[src/rtl/fft_r2_iter.sv]
// Iterative in-place radix-2 DIT FFT core.
// Bit-reversed load, one butterfly per cycle, natural-order unload.
module fft_r2_iter #(
  parameter int N     = 32,
  parameter int W     = 8,
  parameter int TW    = 8,
  parameter int SCALE = 1
) (
  input  logic                    clk,
  input  logic                    rst_n,
  input  logic                    in_valid,
  input  logic [2*W-1:0]          in_data,
  output logic                    in_ready,
  output logic [$clog2(N)-2:0]    tw_idx,
  input  logic signed [TW-1:0]    tw_re,
  input  logic signed [TW-1:0]    tw_im,
  output logic                    out_valid,
  output logic [2*W-1:0]          out_data,
  output logic                    out_last,
  input  logic                    out_ready,
  output logic                    busy
);

  localparam int L  = $clog2(N);
  localparam int SW = $clog2(L);
  localparam int PW = W + TW + 1;

  localparam logic [L-1:0]  LAST  = L'(N - 1);
  localparam logic [L-2:0]  JLAST = (L-1)'(N/2 - 1);
  localparam logic [SW-1:0] SLAST = SW'(L - 1);

  typedef enum logic [1:0] {
    LOAD,
    CALC,
    UNLOAD
  } state_t;

  state_t         state;
  logic [L-1:0]   load_cnt;
  logic [L-1:0]   out_cnt;
  logic [L-2:0]   j;
  logic [SW-1:0]  s;
  logic [2*W-1:0] mem [N];

  function automatic logic [L-1:0] bitrev(
    input logic [L-1:0] v
  );
    for (int i = 0; i < L; i++)
      bitrev[i] = v[L-1-i];
  endfunction

  logic [L-1:0] jx;
  logic [L-1:0] half;
  logic [L-1:0] pos;
  logic [L-1:0] p;
  logic [L-1:0] q;
  logic [L-2:0] tw_c;

  assign jx   = {1'b0, j};
  assign half = L'(1) << s;
  assign pos  = jx & (half - 1'b1);
  assign p    = (((jx >> s) << s) << 1) | pos;
  assign q    = p | half;
  assign tw_c = (L-1)'(pos << (L - 1 - s));

  logic signed [W-1:0] ar;
  logic signed [W-1:0] ai;
  logic signed [W-1:0] br;
  logic signed [W-1:0] bi;

  assign {ai, ar} = mem[p];
  assign {bi, br} = mem[q];

  logic signed [PW-1:0] brx;
  logic signed [PW-1:0] bix;
  logic signed [PW-1:0] twr;
  logic signed [PW-1:0] twi;
  logic signed [PW-1:0] pr;
  logic signed [PW-1:0] pi;

  assign brx = PW'(br);
  assign bix = PW'(bi);
  assign twr = PW'(tw_re);
  assign twi = PW'(tw_im);
  assign pr  = brx * twr - bix * twi;
  assign pi  = brx * twi + bix * twr;

  // floor shift by TW-2 then keep W+1 bits is a plain slice
  logic signed [W:0] tr;
  logic signed [W:0] ti;

  assign tr = pr[TW-2 +: W+1];
  assign ti = pi[TW-2 +: W+1];

  logic signed [W+1:0] spr;
  logic signed [W+1:0] spi;
  logic signed [W+1:0] sqr;
  logic signed [W+1:0] sqi;

  assign spr = (W+2)'(ar) + (W+2)'(tr);
  assign spi = (W+2)'(ai) + (W+2)'(ti);
  assign sqr = (W+2)'(ar) - (W+2)'(tr);
  assign sqi = (W+2)'(ai) - (W+2)'(ti);

  logic [W-1:0] npr;
  logic [W-1:0] npi;
  logic [W-1:0] nqr;
  logic [W-1:0] nqi;

  assign npr = (SCALE != 0) ? spr[W:1] : spr[W-1:0];
  assign npi = (SCALE != 0) ? spi[W:1] : spi[W-1:0];
  assign nqr = (SCALE != 0) ? sqr[W:1] : sqr[W-1:0];
  assign nqi = (SCALE != 0) ? sqi[W:1] : sqi[W-1:0];

  logic unused_bits;
  assign unused_bits = ^{pr, pi, spr, spi, sqr, sqi};

  always_ff @(posedge clk) begin
    if (state == LOAD && in_valid) begin
      mem[bitrev(load_cnt)] <= in_data;
    end else if (state == CALC) begin
      mem[p] <= {npi, npr};
      mem[q] <= {nqi, nqr};
    end
  end

  always_ff @(posedge clk or negedge rst_n) begin
    if (!rst_n) begin
      state    <= LOAD;
      load_cnt <= '0;
      out_cnt  <= '0;
      s        <= '0;
      j        <= '0;
    end else begin
      unique case (state)
        LOAD: begin
          if (in_valid) begin
            load_cnt <= load_cnt + 1'b1;
            if (load_cnt == LAST)
              state <= CALC;
          end
        end
        CALC: begin
          j <= j + 1'b1;
          if (j == JLAST) begin
            s <= s + 1'b1;
            if (s == SLAST) begin
              s     <= '0;
              state <= UNLOAD;
            end
          end
        end
        UNLOAD: begin
          if (out_ready) begin
            out_cnt <= out_cnt + 1'b1;
            if (out_cnt == LAST)
              state <= LOAD;
          end
        end
        default: state <= LOAD;
      endcase
    end
  end

  assign in_ready  = (state == LOAD);
  assign out_valid = (state == UNLOAD);
  assign busy      = (state == CALC);
  assign out_last  = (state == UNLOAD) && (out_cnt == LAST);
  assign out_data  = (state == UNLOAD) ? mem[out_cnt] : '0;
  assign tw_idx    = (state == CALC) ? tw_c : '0;

endmodule

[config.mk]
export PLATFORM = sky130hd
export DESIGN_NAME = fft_r2_iter
export DESIGN_NICKNAME = d
export VERILOG_FILES = /design/src/rtl/fft_r2_iter.sv
export SDC_FILE = /design/constraint.sdc
export NUM_CORES = 2
export LEC_CHECK = 0
export ABC_AREA = 0
export CAP_MARGIN = 40
export CORE_MARGIN = 1
export CORE_UTILIZATION = 55
export DETAILED_ROUTE_END_ITERATION = 6
export HOLD_SLACK_MARGIN = 0.1
export PLACE_DENSITY = 0.76
export SETUP_SLACK_MARGIN = 0.4
export SLEW_MARGIN = 20
export SYNTH_ARGS = -nofsm -noshare
export SYNTH_HDL_FRONTEND = slang
export SYNTH_SLANG_ARGS = --single-unit
[constraint.sdc]
create_clock -name clk -period 18 [get_ports clk]
set_input_delay 3.6 -clock clk [delete_from_list [all_inputs] [get_ports clk]]
set_output_delay 3.6 -clock clk [all_outputs]
set_load 0.02 [all_outputs]
# Yosys cells after proc, flatten, opt, wreduce, memory -nomap -nowiden
# Memories as Yosys holds them, arrays and structs flattened.
# Cells that the tools add are included.
# Widths: inputs -> output; s select.
# op_classes
add_sub_neg,12
multipliers,4
n_eq_ne,12
n_shift,4
mux,18
n_bitwise,3
n_reduce_logical,8
# ops
operator,count
$mul 8x8->15,4
$mux 16,2
$shl 5x32->4,1
$add 8x9->9,2
$sub 8x9->9,2
$reduce_or 16->1,1
$add 15x15->15,1
$sub 15x15->15,1
$mux 2,6
$add 5x1->5 const B,2
$eq 5x5->1 const B,2
$ne 2x1->1 const B,5
$or 5x5->5,2
$mux 1,6
$pmux 2 s3,1
$reduce_and 2->1,3
$reduce_and 6->1,1
$and 4x5->5,1
$mux 5,1
$shl 1x3->5 const A,1
$shl 5x3->4,1
$shr 4x3->5,1
$sub 5x1->5 const B,1
$add 4x1->4 const B,1
other kinds (11),12
# totals
ff_bits,19
ram_bits,512
inputBits,36
output_inout_bits,24
mem_count,1
# mem_list
memory,depth,width,rd,rd_clocked_by_memory_dff,write_ports,line_no,text
mem,32,16,3,0,2,43,logic [2*W-1:0] mem [N];

# Logic depth before layout (Yosys ltp)
# An unclocked memory read counts as a cell.
# depth
ltp_word,10
depth_mapped,58

# Worst setup path before layout
# Ideal clock, no wire load.
# synth_timing
path_type,reg2reg
from,reg s[0]
to,"mem mem[10][14] (netlist name), data pin"
setup_time_ns,0.152
t_arrival_ns,10.990
path_slack_ns,6.857
stages_incl_launch_ff,48
n_path_buf,11
cell_sequence,dfrtp_1 -> buf_2 -> inv_1 -> ha_1 -> ha_1 -> clkbuf_1 -> inv_1 -> ha_1 -> nor2b_1 -> buf_2 -> nor3_4 -> buf_2 -> buf_2 -> buf_1 -> clkbuf_1 -> clkbuf_1 -> and3_1 -> nor4_1 -> [12 not listed] -> inv_1 -> a311oi_2 -> a31oi_1 -> o41ai_2 -> a21oi_1 -> o21bai_1 -> a21oi_1 -> xnor2_1 -> ha_1 -> clkbuf_1 -> inv_1 -> nor3_1 -> and2_1 -> a32o_1 -> a21oi_1 -> clkbuf_1 -> nand2_1 -> o21ai_0
# synth_lines
item,line_no,text
from (decl),42,logic [SW-1:0] s;
from (signal assigned),146,s <= s + 1'b1;
to (decl),43,

==> flow_summary_export.csv <==
group,metric,value,unit
final_layout,area_delta_synth_final,9.318,%
sta,worstMarginPinSlew,0.9969,ns
sta,maxSlewViolCount,0,
placed_design,gp_congestion,0.9853,
final_layout,drive_above_1_share,15.62,%
synth,ys_warn_count,0,
grt,grtUsageMet1,46.73,%
cts,cts_tree,"built",
detailed_routing,wirelength,167.6,mm
grt,grt_pass1_wl,246.2,mm
grt,grt_max_degree,76,
synth,netlist_area,46390,µm²
critical_path,slowest_delay,0.63,ns
detailed_routing,drtAntennaViolNets,0,
cts,clk_latency,0.63,ns
synth,syn_avg_cell_area,10.15,µm²
synth,ys_types,84,
synth,syn_inst,4570,
sta,relSlewSlack,33.54,%
synth,synth_ff_type,"edfxtp_1",
sta,tns,0,ns
synth,syn_nets,4993,
sta,finalHoldViolations,0,
detailed_routing,wl_per_cell,29.83,µm
placed_design,portBuffers,59,
placed_design,dpl.hpwl,112.9,mm
placed_design,placed_cell_area,48750,µm²
synth,synthArstFlopShare,3.578,%
sta,fin_skew,0.01761,ns
grt,grtUsageTotal,38.96,%
synth,netlist.area_leader.share,33.14,%
cts,clockRootBuffer,"clkbuf_16",
sta,setup_viol,0,
grt,met3_usage,14.42,%
floorplanning,fp-row-count,106,
detailed_routing,drc,0,
detailed_routing,via_count,39930,
status,outcome,"completed",
grt,grt_overflow,0,
synth,synth-edff-count,512,
cts,post-cts-setup-buffers,0,
critical_path,critPathArrivalTime,13.46,ns
cts,cts.sinks,531,
cts,hold_buffers,0,
detailed_routing,via_per_inst,7.109,
final_layout,final_nets,4910,
sta,finalCritPeriodShare,72.85,%
sta,max_freq,76.26,MHz
placed_design,dp_slack,5.284,ns
cts,h-tree-depth,2,
critical_path,setup.worst_path.end_class,"register",
sta,holdWs,0.4783,ns
min_path,hp-class,"reg -> reg",
sta,setup_slack,4.887,ns
synth,synth_area_leader_cell,"edfxtp_1",
cts,cts.clk_slew.worst_paths,0.07,ns
detailed_routing,drtIter0Drc,6666,
grt,grt_pass1_vias,39090,
grt,use_met2,58.70,%
flow_run,maxCapViolations,0,
cts,ctsResizeCount,0,
floorplanning,die_area,85510,µm²
detailed_routing,dr.pass1.iters,7,
synth,synth-seq-cells,531,
floorplanning,coreArea,83560,µm²
grt,grt_busiest_layer,"met2",
critical_path,slowest_stage,"buf_4",
floorplanning,pin_count,60,
sta,fin_crit,13.11,ns
final_layout,finalInstanceArea,50710,µm²
floorplanning,dieHeight,292.4,µm
critical_path,critPathLaunchType,"register",
grt,antenna_found_initial,6,
cts,cts_buffers,55,
synth,synth.area.top_cells,"edfxtp_1 (33%), mux4_2 (15%), fa_1 (11%)",
critical_path,path_class,"reg -> reg",
synth,seq_area_frac_synth,34.17,%
sta,grt_setup_unrepaired,"no",
critical_path,crit_fanout,42,
cts,clockBufferDepth,3,
floorplanning,start_util,55.52,%
critical_path,required,18.35,ns
floorplanning,die_w,292.4,µm
[layer usage]
layer	wire length, µm	part of all wire (%)
met2	72600	43
met1	51820	31
met3	28530	17
met4	14570	8.7
met5	41	0.024
[sequential cells by signal, indices dropped and copies added, names as in the netlist]
signal and count:
state 2, mem 512, out_cnt 5, j 4, load_cnt 5, s 3
[per-stage QoR]
step,instances,utilization [%]
final,5617,60.69
after global routing,5613,60.68
after CTS,5605,60.54
after detailed placement,5502,58.35
after global placement,5462,57.73
after floorplan,4570,-
[layout make-up]
cell class	count	area (µm²)
Sequential cell	531	15860
Clock inverter	32	336.6
Inverter	341	1280
Tap cell	1080	1351
Antenna cell	4	10.01
Fill cell	6608	32840
Timing Repair Buffer	247	2290
Clock buffer	71	1499
Multi-Input combinational cell	3311	28090
[cell families (layout without fill, tap and decap cells)]
family / count (synthesis) / after routing / synth area share [%]
and+or+nand+nor: 1423 / 1423 / 13.25
AOI/OAI and AO/OA: 944 / 944 / 11.53
buffers and inverters: 728 / 691 / 6.141
DFF: 531 / 531 / 34.17
muxes: 466 / 466 / 18.60
adders and majority gates: 387 / 387 / 14.47
xor gates and xnor gates: 91 / 91 / 1.839
other: 0 / 4 / 0
[Yosys cell counts, types with 11 or more instances]
library cell,number
o211ai_1,15
buf_2,27
o21ai_0,273
nor2_1,526
nor2b_1,11
dfrtp_1,19
o22ai_1,17
ha_1,138
a21oi_1,409
nand3_1,106
xnor2_1,66
and2_1,93
clkbuf_1,287
o21ai_1,42
mux2i_1,140
nand2_1,532
nand2b_1,25
and3_1,24
a22oi_1,11
buf_1,54
inv_1,337
nand4_1,14
buf_4,11
nor3_1,55
o21bai_1,15
a31oi_1,55
fa_1,249
a211oi_1,20
mux4_2,315
xor2_1,20
edfxtp_1,512
[layout by cell type, fill, tap and decap left out, drive strengths merged, types with 8 or more instances in the layout]
| cell type | instances |
|---|---|
| xor2 | 21 |
| nand4 | 14 |
| mux2i | 141 |
| nand2 | 532 |
| edfxtp | 512 |
| xnor2 | 67 |
| a21oi | 410 |
| and2 | 93 |
| a211oi | 20 |
| nor2b | 11 |
| inv | 339 |
| fa | 249 |
| buf | 187 |
| mux2 | 10 |
| a22oi | 11 |
| nor2 | 526 |
| a32oi | 9 |
| clkdlybuf4s50 | 59 |
| o22ai | 17 |
| clkbuf | 71 |
| nand3 | 107 |
| o21ai | 315 |
| o211ai | 15 |
| mux4 | 315 |
| ha | 138 |
| clkinv | 24 |
| dfrtp | 19 |
| o21bai | 15 |
| a31oi | 56 |
| nor3 | 56 |
| a221oi | 9 |
| a311oi | 8 |
| nand2b | 25 |
| and3 | 24 |
[worst max-delay path: cells and delay by family, from the launching register on]
family          cells  cell delay [ns]
buf+inv             8             1.70
fa+ha+maj          11             4.43
xor+xnor            2             0.63
compound gates     14             3.01
flops               1             0.52
simple gates       12             2.45
[final timing paths]
kind | start | to | slack [ns] | depth (start not counted)
max reg2reg | s[0] | mem[0][7] | 4.89 | 47
min reg2reg | out_cnt[3] | out_cnt[3] | 0.48 | 1
min | out_cnt[3] | out_cnt[3] | 0.48 | 1
max | s[0] | mem[0][7] | 4.89 | 47
max in group asynchronous | rst_n | j[1] | 14.37 | 2
min in group asynchronous | rst_n | out_cnt[1] | 3.22 | 1
Power is not shown: default switching activity piles up to over one toggle a cycle in this logic, so the estimate is an artifact.
